`config.mk`:
```
export PLATFORM = sky130hd
export DESIGN_NAME = llr_loader
export DESIGN_NICKNAME = d
export VERILOG_FILES = /design/src/rtl/llr_loader_pkg.sv /design/src/rtl/llr_saturate.sv /design/src/rtl/llr_loader.sv
export SDC_FILE = /design/constraint.sdc
export NUM_CORES = 1
export LEC_CHECK = 0
export ABC_AREA = 1
export ABC_CLOCK_PERIOD_IN_PS = 2000
export CAP_MARGIN = 5
export CORE_ASPECT_RATIO = 2
export CORE_MARGIN = 2
export CORE_UTILIZATION = 46
export CTS_BUF_LIST = sky130_fd_sc_hd__clkbuf_8 sky130_fd_sc_hd__clkbuf_16
export DETAILED_ROUTE_END_ITERATION = 8
export PLACE_DENSITY = 0.72
export RECOVER_POWER = 25
export SYNTH_ARGS = -nofsm -noshare
export SYNTH_HDL_FRONTEND = slang
export SYNTH_SLANG_ARGS = --single-unit
export TNS_END_PERCENT = 20
```
`constraint.sdc`:
```
create_clock -name clk -period 2 [get_ports clk]
set_input_delay 0.5 -clock clk [delete_from_list [all_inputs] [get_ports clk]]
set_output_delay 0.5 -clock clk [all_outputs]
set_load 0.02 [all_outputs]
```
`src/rtl/llr_loader_pkg.sv`:
```
// Shared definitions for the channel-LLR loader and its helpers.
//   LLR_DATA_WIDTH / LLR_ADDR_WIDTH : default stored LLR width and RAM pair-address width
//   LLR_SAT_MAX                     : symmetric saturation magnitude at the default width
//   llr_state_t                     : loader FSM states
//   llr_sat_max()                   : symmetric saturation magnitude for any width
package llr_loader_pkg;

    localparam int LLR_DATA_WIDTH = 5;
    localparam int LLR_ADDR_WIDTH = 8;
    localparam int LLR_SAT_MAX    = (1 << (LLR_DATA_WIDTH - 1)) - 1;

    typedef enum logic [1:0] {
        LOAD  = 2'd0,
        FLUSH = 2'd1,
        DONE  = 2'd2
    } llr_state_t;

    // Largest magnitude kept after saturation; the most negative code is never used
    // so the stored range stays symmetric around zero.
    function automatic int llr_sat_max(input int width);
        return (1 << (width - 1)) - 1;
    endfunction

endpackage

```
`src/rtl/llr_saturate.sv`:
```
// Combinational symmetric clamp of a two's-complement LLR from IN_WIDTH to DATA_WIDTH bits.
//   raw_llr : IN_WIDTH-bit signed channel LLR
//   sat_llr : DATA_WIDTH-bit signed LLR limited to +/-(2^(DATA_WIDTH-1)-1)
module llr_saturate
    import llr_loader_pkg::*;
#(
    parameter int IN_WIDTH   = 8,
    parameter int DATA_WIDTH = LLR_DATA_WIDTH
) (
    input  logic [IN_WIDTH-1:0]   raw_llr,
    output logic [DATA_WIDTH-1:0] sat_llr
);

    localparam int MAX_VAL = llr_sat_max(DATA_WIDTH);
    localparam logic signed [IN_WIDTH-1:0] POS_LIM = IN_WIDTH'(MAX_VAL);
    localparam logic signed [IN_WIDTH-1:0] NEG_LIM = IN_WIDTH'(-MAX_VAL);

    function automatic logic [DATA_WIDTH-1:0] saturate(input logic signed [IN_WIDTH-1:0] x);
        if (x > POS_LIM) begin
            return DATA_WIDTH'(MAX_VAL);
        end else if (x < NEG_LIM) begin
            return DATA_WIDTH'(-MAX_VAL);
        end else begin
            return x[DATA_WIDTH-1:0];
        end
    endfunction

    assign sat_llr = saturate(raw_llr);

endmodule

```
`src/rtl/llr_loader.sv`:
```
// Loads a frame of channel LLRs into the dual-bank intrinsic RAM, two samples per address,
// then hands the RAM to the decoder until it releases it.
//   clk, rst_n       : clock, asynchronous active-low reset
//   in_valid/in_ready/in_llr/in_last : sample stream (transfer on in_valid && in_ready)
//   frame_ready      : a complete frame is resident and the decoder owns the RAM
//   frame_release    : decoder pulse returning the RAM to the loader
//   frame_err        : framing error for the resident frame (early or missing in_last)
//   ram_own          : loader is driving the RAM port
//   ram_address, ram_data_in[0:1], ram_we, ram_cs : pair write port ([0] even, [1] odd)
module llr_loader
    import llr_loader_pkg::*;
#(
    parameter int DATA_WIDTH = LLR_DATA_WIDTH,
    parameter int ADDR_WIDTH = LLR_ADDR_WIDTH,
    parameter int IN_WIDTH   = 8,
    parameter int FRAME_LEN  = 2 * (1 << ADDR_WIDTH)
) (
    input  logic                  clk,
    input  logic                  rst_n,
    input  logic                  in_valid,
    output logic                  in_ready,
    input  logic [IN_WIDTH-1:0]   in_llr,
    input  logic                  in_last,
    output logic                  frame_ready,
    input  logic                  frame_release,
    output logic                  frame_err,
    output logic                  ram_own,
    output logic [ADDR_WIDTH-1:0] ram_address,
    output logic [DATA_WIDTH-1:0] ram_data_in [0:1],
    output logic [1:0]            ram_we,
    output logic [1:0]            ram_cs
);

    // One extra bit so the sample index spans a full 2*(1<<ADDR_WIDTH) frame.
    localparam int KW = ADDR_WIDTH + 1;
    localparam logic [KW-1:0] LAST_K = KW'(FRAME_LEN - 1);

    llr_state_t            state;
    logic [KW-1:0]         k;
    logic [DATA_WIDTH-1:0] pair_even;
    logic                  err_pend;
    logic [DATA_WIDTH-1:0] sat_llr;
    logic                  accept;
    logic                  is_last;
    logic                  frame_end;

    llr_saturate #(
        .IN_WIDTH  (IN_WIDTH),
        .DATA_WIDTH(DATA_WIDTH)
    ) u_saturate (
        .raw_llr(in_llr),
        .sat_llr(sat_llr)
    );

    assign accept    = (state == LOAD) && in_valid && in_ready;
    assign is_last   = (k == LAST_K);
    // The frame closes on in_last or when the RAM is full, whichever comes first.
    assign frame_end = accept && (in_last || is_last);

    always_ff @(posedge clk or negedge rst_n) begin
        if (!rst_n) begin
            state          <= LOAD;
            k              <= '0;
            pair_even      <= '0;
            err_pend       <= 1'b0;
            in_ready       <= 1'b0;
            ram_own        <= 1'b1;
            ram_we         <= 2'b00;
            ram_cs         <= 2'b00;
            ram_address    <= '0;
            ram_data_in[0] <= '0;
            ram_data_in[1] <= '0;
            frame_ready    <= 1'b0;
            frame_err      <= 1'b0;
        end else begin
            // Write strobe and RAM bus are single-cycle; they idle at zero otherwise.
            ram_we         <= 2'b00;
            ram_cs         <= 2'b00;
            ram_address    <= '0;
            ram_data_in[0] <= '0;
            ram_data_in[1] <= '0;

            case (state)
                LOAD: begin
                    in_ready <= 1'b1;
                    ram_own  <= 1'b1;
                    if (accept) begin
                        if (k[0] || frame_end) begin
                            // Odd sample completes the pair; an early end on an even
                            // sample writes a half pair with the odd slot zeroed.
                            ram_we         <= 2'b11;
                            ram_cs         <= 2'b11;
                            ram_address    <= k[ADDR_WIDTH:1];
                            ram_data_in[0] <= k[0] ? pair_even : sat_llr;
                            ram_data_in[1] <= k[0] ? sat_llr : '0;
                        end else begin
                            pair_even <= sat_llr;
                        end

                        if (frame_end) begin
                            state     <= FLUSH;
                            in_ready  <= 1'b0;
                            // Error when in_last and the full-frame index disagree.
                            err_pend  <= in_last ^ is_last;
                            k         <= '0;
                            pair_even <= '0;
                        end else begin
                            k <= k + KW'(1);
                        end
                    end
                end

                FLUSH: begin
                    state       <= DONE;
                    in_ready    <= 1'b0;
                    ram_own     <= 1'b0;
                    frame_ready <= 1'b1;
                    frame_err   <= err_pend;
                end

                DONE: begin
                    if (frame_release) begin
                        state       <= LOAD;
                        k           <= '0;
                        err_pend    <= 1'b0;
                        in_ready    <= 1'b1;
                        ram_own     <= 1'b1;
                        frame_ready <= 1'b0;
                        frame_err   <= 1'b0;
                    end
                end

                default: begin
                    state <= LOAD;
                end
            endcase
        end
    end

endmodule

```
==> results by group, run 1 <==
Critical path
  • Worst Setup SP: ram_own$_DFFE_PN1P_
  • Critical-path top delay cell: clkdlybuf4s50_1
  • R2r endpoint: k[8]$_DFFE_PN0P_
  • CP required: 1.50 ns
  • R2R cell count: 13
  • Critical path depth: 1
  • Max FO, Critical Path: 2
  • Worst Setup Path Type: reg2out
  • CP Cell Sequence: clkdlybuf4s50_1
  • Reg2reg setup slack: 0.17 ns
  • CP max stage delay: 0.60 ns
  • Crit start category: flop
  • Top Family by Delay on Critical Path: buffers and inverters
  • CP endpoint: ram_own
  • Worst Path Arrival: 1.42 ns
  • Reg2reg start: k[4]$_DFFE_PN0P_
  • Critical path endpoint category: output port
  • WP buf/inv: 1

Job
  • Max_cap viols: 0

Drt
  • DR vias: 1624
  • Drt pass-1 iters: 4
  • Final ANT Viol Nets: 0
  • Initial DRC count: 10
  • Post-route DRC: 0
  • Vias per inst: 4.776
  • Wirelength per Cell: 12.04 um
  • DRT Wirelength: 4.094 mm

Yosys
  • Top cell type's share of synthesized area: 49.81%
  • Post-synthesis cell count: 237
  • Post-synth top cells: nand2_1, dfrtp_1, inv_1
  • Count leader, synth: nand2_1
  • Cell area after synthesis: 1959 sq um
  • Cell taking the most area after synthesis: dfrtp_1
  • Largest cells by area after synthesis: dfrtp_1, nand2_1, inv_1
  • Syn Area/Cell: 8.267 sq um
  • Synth async-reset ratio: 100.0%
  • Synth warnings: 0
  • Netlist cell types: 24
  • Ys flop type: dfrtp_1
  • Syn nets: 258
  • Post-synth EDFFs: 0
  • #FFs+latches synth: 40
  • Register area share after synthesis: 51.15%

Global routing
  • Number of global-route vias before repair: 1648
  • First-pass GRT wire length: 7.217 mm
  • Largest net degree at the start of global routing: 24
  • GRT Util Overall: 20.23%
  • Initial antenna violation count: 0
  • Gr ovfl total: 0

Placement
  • Post-DP HPWL: 3.210 mm
  • I/O Buffers: 38
  • Post-Place Worst Slack: 0.002628 ns
  • Final GP Congestion: 0.9021

Clock network
  • H-tree depth: 2
  • Clock Tree Buf Depth: 2
  • Root buffer cell: clkbuf_8
  • Reg clk slew, reported paths: 0.08 ns
  • Clock sinks: 40
  • CTS tree: yes
  • CTS buffer count: 5
  • Clock Latency Late Sink: 0.30 ns

Cells and area
  • Area Overhead vs Synth: 33.21%
  • Seq. cell area: 1002 sq um
  • Final net count: 308
  • Area occupied by multi-input gates: 790.8 sq um
  • N_diodes: 0
  • Fraction of layout cells with a size suffix above 1: 12.85%
  • # fillers: 358

Power
  • Pwr Density: 1312 nW/um^2
  • Pleak: 0.001296 uW
  • Peak VDD IR: 1.376 mV

Die
  • Core Region: 4088 sq um
  • Die Ht: 96.30 um
  • Die footprint: 4829 sq um
  • Die Wd: 50.15 um
  • I/O pin total: 39
  • Initial core utilization: 47.93%
  • Site row count: 33

Timing
  • Fmax: 0.5204 GHz
  • Worst Tran Pin Value: 0.9649 ns
  • Crit path time final: 1.922 ns
  • WHS: 0.3374 ns
  • Setup Skew: 0.01378 ns
  • Slew Limit Fails: 0
  • Final TNS setup: 0 ns
  • Final hold violations: 0
  • Setup violations, final: 0
  • Final worst slack: 0.07841 ns
  • Final period util: 96.08%
  • Slew margin rel.: 35.67%

Hold path
  • Worst Hold Class: in2async

Status
  • Outcome: completed
worst min path at each step:
| stage | startpoint | endpoint | slack [ns] | cells after the start |
|---|---|---|---|---|
| 4_1_cts | rst_n | state[0]$_DFFE_PN0P_ | 0.15 | 1 |
| 3_3_place_gp | pair_even[3]$_DFFE_PN0P_ | pair_even[3]$_DFFE_PN0P_ | 0.46 | 2 |
| 6_report | rst_n | k[3]$_DFFE_PN0P_ | 0.34 | 1 |
| 5_1_grt | rst_n | k[5]$_DFFE_PN0P_ | 0.41 | 1 |
| 3_5_place_dp | rst_n | k[5]$_DFFE_PN0P_ | 0.47 | 1 |
| 2_1_floorplan | rst_n | err_pend$_DFFE_PN0P_ | 0.20 | 0 |
what timing repair did:
action | CTS | global route
buffers inserted | 0 | 2
hold endpoints to repair | 0 | 0
hold buffers | 0 | 0
setup endpoints to repair | 0 | 20
gates resized for setup | 0 | 7
cell type report:
cell class                      instances  area share [%]
Inverter                               37           5.321
Multi-Input combinational cell        154           30.30
Sequential cell                        40           38.40
Timing Repair Buffer                   49           17.40
Clock buffer                            5           2.637
Clock inverter                          3           3.452
Tap cell                               52           2.493
per-stage QoR:
stage	total power, uW	cell area (sq um)	util (%)	cells
after floorplan	2046	1959	-	237
after global placement	2478	2430	59.44	330
after detailed placement	2504	2430	59.44	330
after CTS	3419	2589	63.33	338
after global routing	3686	2610	63.85	340
final	3423	2610	63.85	340
kinds of logic (layout without fill, tap and decap cells):
logic type                 after synthesis  in the layout  synth area share (%)
adders and majority gates                8              8                 5.109
xor gates and xnor gates                 1              1                0.4471
buffers and inverters                   43             94                 9.642
AOI/OAI and AO/OA                       29             29                 8.812
and+or+nand+nor                        116            116                 24.84
DFF                                     40             40                 51.15
routing by layer:
layer	up-vias	track usage (%)	share of wire, %
met5	-	0	0
met4	0	13.19	3.6
met3	12	4.193	3.3
met2	38	37.17	57
met1	750	19.86	36
li1	824	-	-
registers in the layout, summed over array words and instances (netlist names):
name and flops:
err_pend 1, frame_err 1, frame_ready 1, in_ready 1, k 9, pair_even 5, ram_address 8, ram_cs 1
ram_data_in 10, ram_own 1, state 2
cells in the final DEF (no fill, tap or decap):
master,netlist,routed
nand3_1,11,11
a21oi_4,1,1
nor2_4,3,4
clkbuf_8,0,5
clkbuf_1,0,1
nand3_2,1,1
nor2_2,0,2
nand2_1,68,68
inv_2,2,3
bufinv_16,0,3
o21ai_0,16,16
o22ai_1,1,1
nand2_2,1,1
a211oi_2,1,1
a21oi_1,7,7
clkdlybuf4s50_1,0,37
o21ai_1,1,1
buf_4,3,10
ha_1,8,7
xnor2_1,1,1
o21ai_4,0,1
nor2_1,31,28
a21oi_2,1,1
inv_1,35,34
dfrtp_1,39,39
clkbuf_2,0,1
dfstp_2,1,1
ha_2,0,1
nor3_2,1,1
power breakdown:
part / switching [uW] / internal [uW] / total (uW)
Clock: 283 / 624 / 907
Sequential: 137 / 1040 / 1180
Combinational: 805 / 533 / 1340
Note: power is estimated with default switching activity, not from simulation.
==> run 2: changes to the inputs <==
--- a/config.mk
+++ b/config.mk
@@ -15,2 +15,3 @@
 export DETAILED_ROUTE_END_ITERATION = 8
+export GPL_ROUTABILITY_DRIVEN = 0
 export PLACE_DENSITY = 0.72
@@ -19,2 +20,3 @@
 export SYNTH_HDL_FRONTEND = slang
+export SYNTH_HIERARCHICAL = 1
 export SYNTH_SLANG_ARGS = --single-unit
==> constraint.sdc (replaced) <==
create_clock -name clk -period 2 [get_ports clk]
set_input_delay 0.4 -clock clk [delete_from_list [all_inputs] [get_ports clk]]
set_output_delay 0.4 -clock clk [all_outputs]
set_load 0.02 [all_outputs]
==> results by group, run 2 <==
Global routing
  • First-pass GRT wire length: 7.044 mm
  • Gr ovfl total: 0
  • GRT Util Overall: 18.50%
  • Initial antenna violation count: 0
  • Number of global-route vias before repair: 1638
  • Largest net degree at the start of global routing: 41

Critical path
  • CP required: 2.22 ns
  • Critical-path top delay cell: dfrtp_1
  • Worst Setup Path Type: reg2reg
  • CP max stage delay: 0.39 ns
  • Critical path endpoint category: flop
  • CP Cell Sequence: ha_2 > nand2_2 > inv_2 > nand2_2 > nor2_2 > ha_2 > inv_2 > ha_4 > inv_4 > buf_6 > nor3_4 > nand3_1 > o21ai_1
  • WP buf/inv: 4
  • Worst Path Arrival: 2.12 ns
  • Max FO, Critical Path: 6
  • Crit start category: flop
  • Top Family by Delay on Critical Path: simple AND/OR/NAND/NOR gates

Yosys
  • Largest cells by area after synthesis: dfrtp_1, nand2_1, nor2_1
  • Ys flop type: dfrtp_1
  • Post-synth EDFFs: 0
  • Syn Area/Cell: 8.235 sq um
  • Register area share after synthesis: 49.88%
  • #FFs+latches synth: 40
  • Cell area after synthesis: 2009 sq um
  • Synth warnings: 6
  • Post-synth top cells: nand2_1, dfrtp_1, nor2_1
  • Synth async-reset ratio: 100.0%
  • Cell taking the most area after synthesis: dfrtp_1
  • Post-synthesis cell count: 244
  • Syn nets: 265
  • Top cell type's share of synthesized area: 48.57%
  • Netlist cell types: 26
  • Count leader, synth: nand2_1

Timing
  • Slew margin rel.: 37.05%
  • Crit path time final: 1.901 ns
  • Worst Tran Pin Value: 0.9443 ns
  • RSZ-0062 raised after global routing: yes
  • Setup violations, final: 0
  • Final period util: 95.04%
  • Fmax: 0.5261 GHz
  • Setup Skew: 0.007872 ns
  • Final hold violations: 0
  • Slew Limit Fails: 0

Cells and area
  • Largest register by flop count: ram_data_in
  • Final core area utilization: 62.15%
  • N_diodes: 0
  • Fraction of layout cells with a size suffix above 1: 15.93%
  • # fillers: 381
  • Max reg flops: 10
  • Area Overhead vs Synth: 31.57%
  • Area occupied by multi-input gates: 838.3 sq um
  • Commonest cells after routing, fill and taps aside: nand2_1, dfrtp_1, nor2_1, clkdlybuf4s50_1, inv_1
  • Final net count: 315
  • Biggest regs: ram_data_in (10), k (9), ram_address (8)
  • Most common cell after layout, fill and taps aside: nand2_1
  • Seq. cell area: 1002 sq um

Drt
  • DR vias: 1651
  • Vias per inst: 4.731
  • DRT Wirelength: 3.901 mm
  • Wirelength per Cell: 11.18 um
  • Drt pass-1 iters: 4
  • Initial DRC count: 26
  • Post-route DRC: 0
  • Final ANT Viol Nets: 0

Clock network
  • CTS buffer count: 5
  • Reg clk slew, reported paths: 0.08 ns
  • Clock Tree Buf Depth: 2
  • Clock sinks: 40
  • H-tree depth: 2
  • Clock Latency Late Sink: 0.30 ns
  • CTS tree: yes
  • Root buffer cell: clkbuf_8

Die
  • Die Wd: 50.74 um
  • I/O pin total: 39
  • Die Ht: 97.47 um
  • Core Region: 4254 sq um
  • Die footprint: 4945 sq um
  • Site row count: 34
  • Initial core utilization: 47.24%

Power
  • Pwr Density: 1104 nW/um^2
  • Pleak: 0.001322 uW
  • Total power: 2919 uW
  • Peak VDD IR: 0.9263 mV

Hold path
  • Worst Hold Class: in2async

Placement
  • I/O Buffers: 38
  • Post-DP HPWL: 2.834 mm

Job
  • Max_cap viols: 0

Status
  • Outcome: completed
run 2: cell count changes after synthesis, sizes merged, moves of 2 or more:
| cell | change |
|---|---|
| nand2 | -7 |
| nand3 | +7 |
| nor2 | +5 |
| inv | +3 |
| o21ai | -2 |
run 2: path summary, 6_finish.rpt:
check                                                 to  depth (start not counted)                 start  slack (ns)
min in group clk                    err_pend$_DFFE_PN0P_                          2  err_pend$_DFFE_PN0P_        0.50
worst max register to register          k[3]$_DFFE_PN0P_                         13      k[1]$_DFFE_PN0P_         0.1
max in group asynchronous       ram_address[4]$_DFF_PN0_                          2                 rst_n        1.09
worst min register to register      err_pend$_DFFE_PN0P_                          2  err_pend$_DFFE_PN0P_        0.50
worst max-delay path                    k[3]$_DFFE_PN0P_                         13      k[1]$_DFFE_PN0P_         0.1
worst min-delay path            ram_data_in[2]$_DFF_PN0_                          2                 rst_n        0.33
run 2: final cells by class:
class	instances	area share (%)
flip-flops and latches	40	37.91
multi-input cells	156	31.71
repair buffers	50	17.65
inverters	41	5.963
clock buffers	5	2.603
well taps	54	2.556
clock inverters	3	1.609
run 2: metal layers:
metal / vias up / track usage (%) / routed length [um]
li1: 841 / - / -
met1: 766 / 22.02 / 1595
met2: 39 / 31.98 / 2085
met3: 5 / 3.692 / 145
met4: 0 / 6.861 / 75
met5: - / 0 / 0
run 2: power breakdown:
part	switching [uW]	total [uW]	internal (uW)	leakage, uW
logic	713	1180	469	0.000732
clock network	284	653	369	0.0000541
registers	107	1080	977	0.000536
run 2: logic make-up (layout without fill, tap and decap cells):
kind of cell             Yosys count  in the layout  synth area share [%]
AO/OA/AOI/OAI                     25             25                 8.220
flip-flops                        40             40                 49.88
adder cells (fa/ha/maj)            8              8                 4.982
AND/OR/NAND/NOR                  122            122                 26.28
XOR/XNOR                           1              1                0.4359
buffers and inverters             48             99                 10.21
run 2: stage by stage:
step	TNS [ns]	instances	hold WS, ns	setup WS (ns)	area, sq um
after floorplan	0	244	0.1044	0.07746	2009
after global placement	0	340	0.4811	0.06673	2485
after detailed placement	-0.03884	340	0.4848	-0.01461	2485
after CTS	-0.008309	348	0.1715	-0.008309	2605
after global routing	-0.05531	349	0.4231	-0.03227	2644
final	0	349	0.3266	0.09922	2644
run 2: what timing repair did:
action                     CTS  global route
cloned                       0             0
pin swaps                    1             5
gates resized for setup      1            14
setup buffers                0             1
hold buffers                 0             0
setup endpoints to repair    5            31
==> run 3: changes to the inputs <==
- REMOVE_ABC_BUFFERS: unset -> 1
==> results by group, run 3 (synthesis gave the netlist of run 2 again) <==
Status
  • Outcome: completed

Cells and area
  • Max reg flops: 10
  • N_diodes: 0
  • Biggest regs: ram_data_in (10), k (9), ram_address (8)
  • Commonest cells after routing, fill and taps aside: nand2_1, dfrtp_1, nor2_1, clkdlybuf4s50_1, inv_1
  • Most common cell after layout, fill and taps aside: nand2_1
  • Fraction of layout cells with a size suffix above 1: 17.11%
  • Area Overhead vs Synth: 36.05%
  • Largest register by flop count: ram_data_in
  • Final net count: 318

Clock network
  • CTS Hold Buffers Added: 0
  • H-tree depth: 2
  • Reg clk slew, reported paths: 0.08 ns
  • Root buffer cell: clkbuf_8
  • Clock Latency Late Sink: 0.29 ns
  • Clock sinks: 40
  • CTS buffer count: 5
  • CTS tree: yes
  • Clock Tree Buf Depth: 2

Hold path
  • Worst Hold Class: in2async

Timing
  • Worst Tran Pin Value: 0.9291 ns
  • Slew margin rel.: 38.06%
  • Slew Limit Fails: 0
  • Final hold violations: 0
  • Setup violations, final: 0
  • Final period util: 95.44%
  • Setup Skew: 0.007943 ns
  • Final TNS setup: 0 ns
  • Fmax: 0.5239 GHz
  • Crit path time final: 1.909 ns

Power
  • Net switching power figure: 1135 uW
  • Logic pwr share: 38.1%
  • Clock power frac: 27.9%
  • Pint: 2087 uW
  • Total power: 3223 uW
  • Pwr Density: 1179 nW/um^2
  • Switching share of total power: 35.23%
  • Peak VDD IR: 1.246 mV
  • Pleak: 0.001364 uW
  • Reg power frac: 33.9%

Drt
  • DR vias: 1683
  • Initial DRC count: 28
  • Wirelength per Cell: 11.70 um
  • Post-route DRC: 0
  • Drt pass-1 iters: 4
  • Final ANT Viol Nets: 0
  • DRT Wirelength: 4.119 mm
  • Vias per inst: 4.781

Critical path
  • CP required: 2.22 ns
  • Reg2reg start: k[0]$_DFFE_PN0P_
  • Worst Setup Path Type: reg2reg
  • Critical path endpoint category: flop
  • Worst Path Arrival: 2.12 ns
  • R2R cell count: 13
  • Max FO, Critical Path: 6
  • Worst Setup SP: k[0]$_DFFE_PN0P_
  • Crit start category: flop

Die
  • I/O pin total: 39
  • Die footprint: 4945 sq um
  • Initial core utilization: 47.24%
  • Die Wd: 50.74 um
  • Die Ht: 97.47 um
  • Core Region: 4254 sq um
  • Site row count: 34

Global routing
  • First-pass GRT wire length: 7.017 mm
  • Gr ovfl total: 0
  • Largest net degree at the start of global routing: 41
  • Number of global-route vias before repair: 1605
  • Initial antenna violation count: 0
  • GRT Util Overall: 18.34%

Placement
  • I/O Buffers: 38
  • Post-DP HPWL: 2.929 mm

Job
  • Max_cap viols: 0
## run 3: final timing paths
path | endpoint | slack [ns]
max | k[3]$_DFFE_PN0P_ | 0.09
min | ram_data_in[2]$_DFF_PN0_ | 0.32
min in group clk | ram_own$_DFFE_PN1P_ | 0.51
min reg2reg | ram_own$_DFFE_PN1P_ | 0.51
max in group asynchronous | k[7]$_DFFE_PN0P_ | 1.11
max reg2reg | k[3]$_DFFE_PN0P_ | 0.09
## run 3: cell type report
cell class,instances,area (sq um)
clock buffer,5,68.82
multi-input combinational,157,855.8
tap,54,67.56
fill,363,1520
timing repair buffer,52,494.2
sequential,40,1002
inverter,41,155.1
clock inverter,3,90.09
## run 3: metrics by stage
stage	worst slack, ns	hold WS (ns)	util [%]	instances	cell area, sq um
floorplan	-0.3182	0.1044	-	237	1959
global placement	0.05382	0.4805	58.53	339	2490
detailed placement	-0.000009548	0.4856	58.53	339	2490
CTS	0.03206	0.1687	62.47	347	2658
global route	-0.03628	0.4163	64.26	352	2734
finish	0.09119	0.3183	64.26	352	2734
## run 3: power by group through the flow
stage                     clock, uW  sequential [uW]  combinational (uW)
after global routing            963             1110                1370
final                           900             1090                1230
after CTS                       921             1080                1190
after floorplan                   0             1230                 608
after detailed placement          0             1100                1160
after global placement            0             1090                1140
## run 3: worst max-delay path, stage by stage, from the launching register on
cell,delay [ns]
dfrtp_1,0.39
ha_2,0.20
nand2_2,0.08
inv_2,0.04
nand2_2,0.07
nor2_2,0.04
ha_2,0.17
inv_2,0.06
ha_4,0.12
inv_2,0.06
buf_6,0.13
nor3_4,0.28
nand3_1,0.11
o21ai_1,0.09
## run 3: what timing repair did
action | in CTS | in global routing
hold endpoints to repair | 0 | 0
resized for setup | 1 | 13
cloned | 0 | 1
pin swaps | 1 | 6
setup endpoints to repair | 2 | 32
setup buffers | 0 | 4
## run 3: routing by layer
layer | wire (um) | vias to the layer above | track usage, %
li1 | - | 854 | -
met1 | 1666 | 773 | 22.35
met2 | 2194 | 48 | 31.17
met3 | 169 | 8 | 3.385
met4 | 88 | 0 | 7.277
met5 | 0 | - | 0
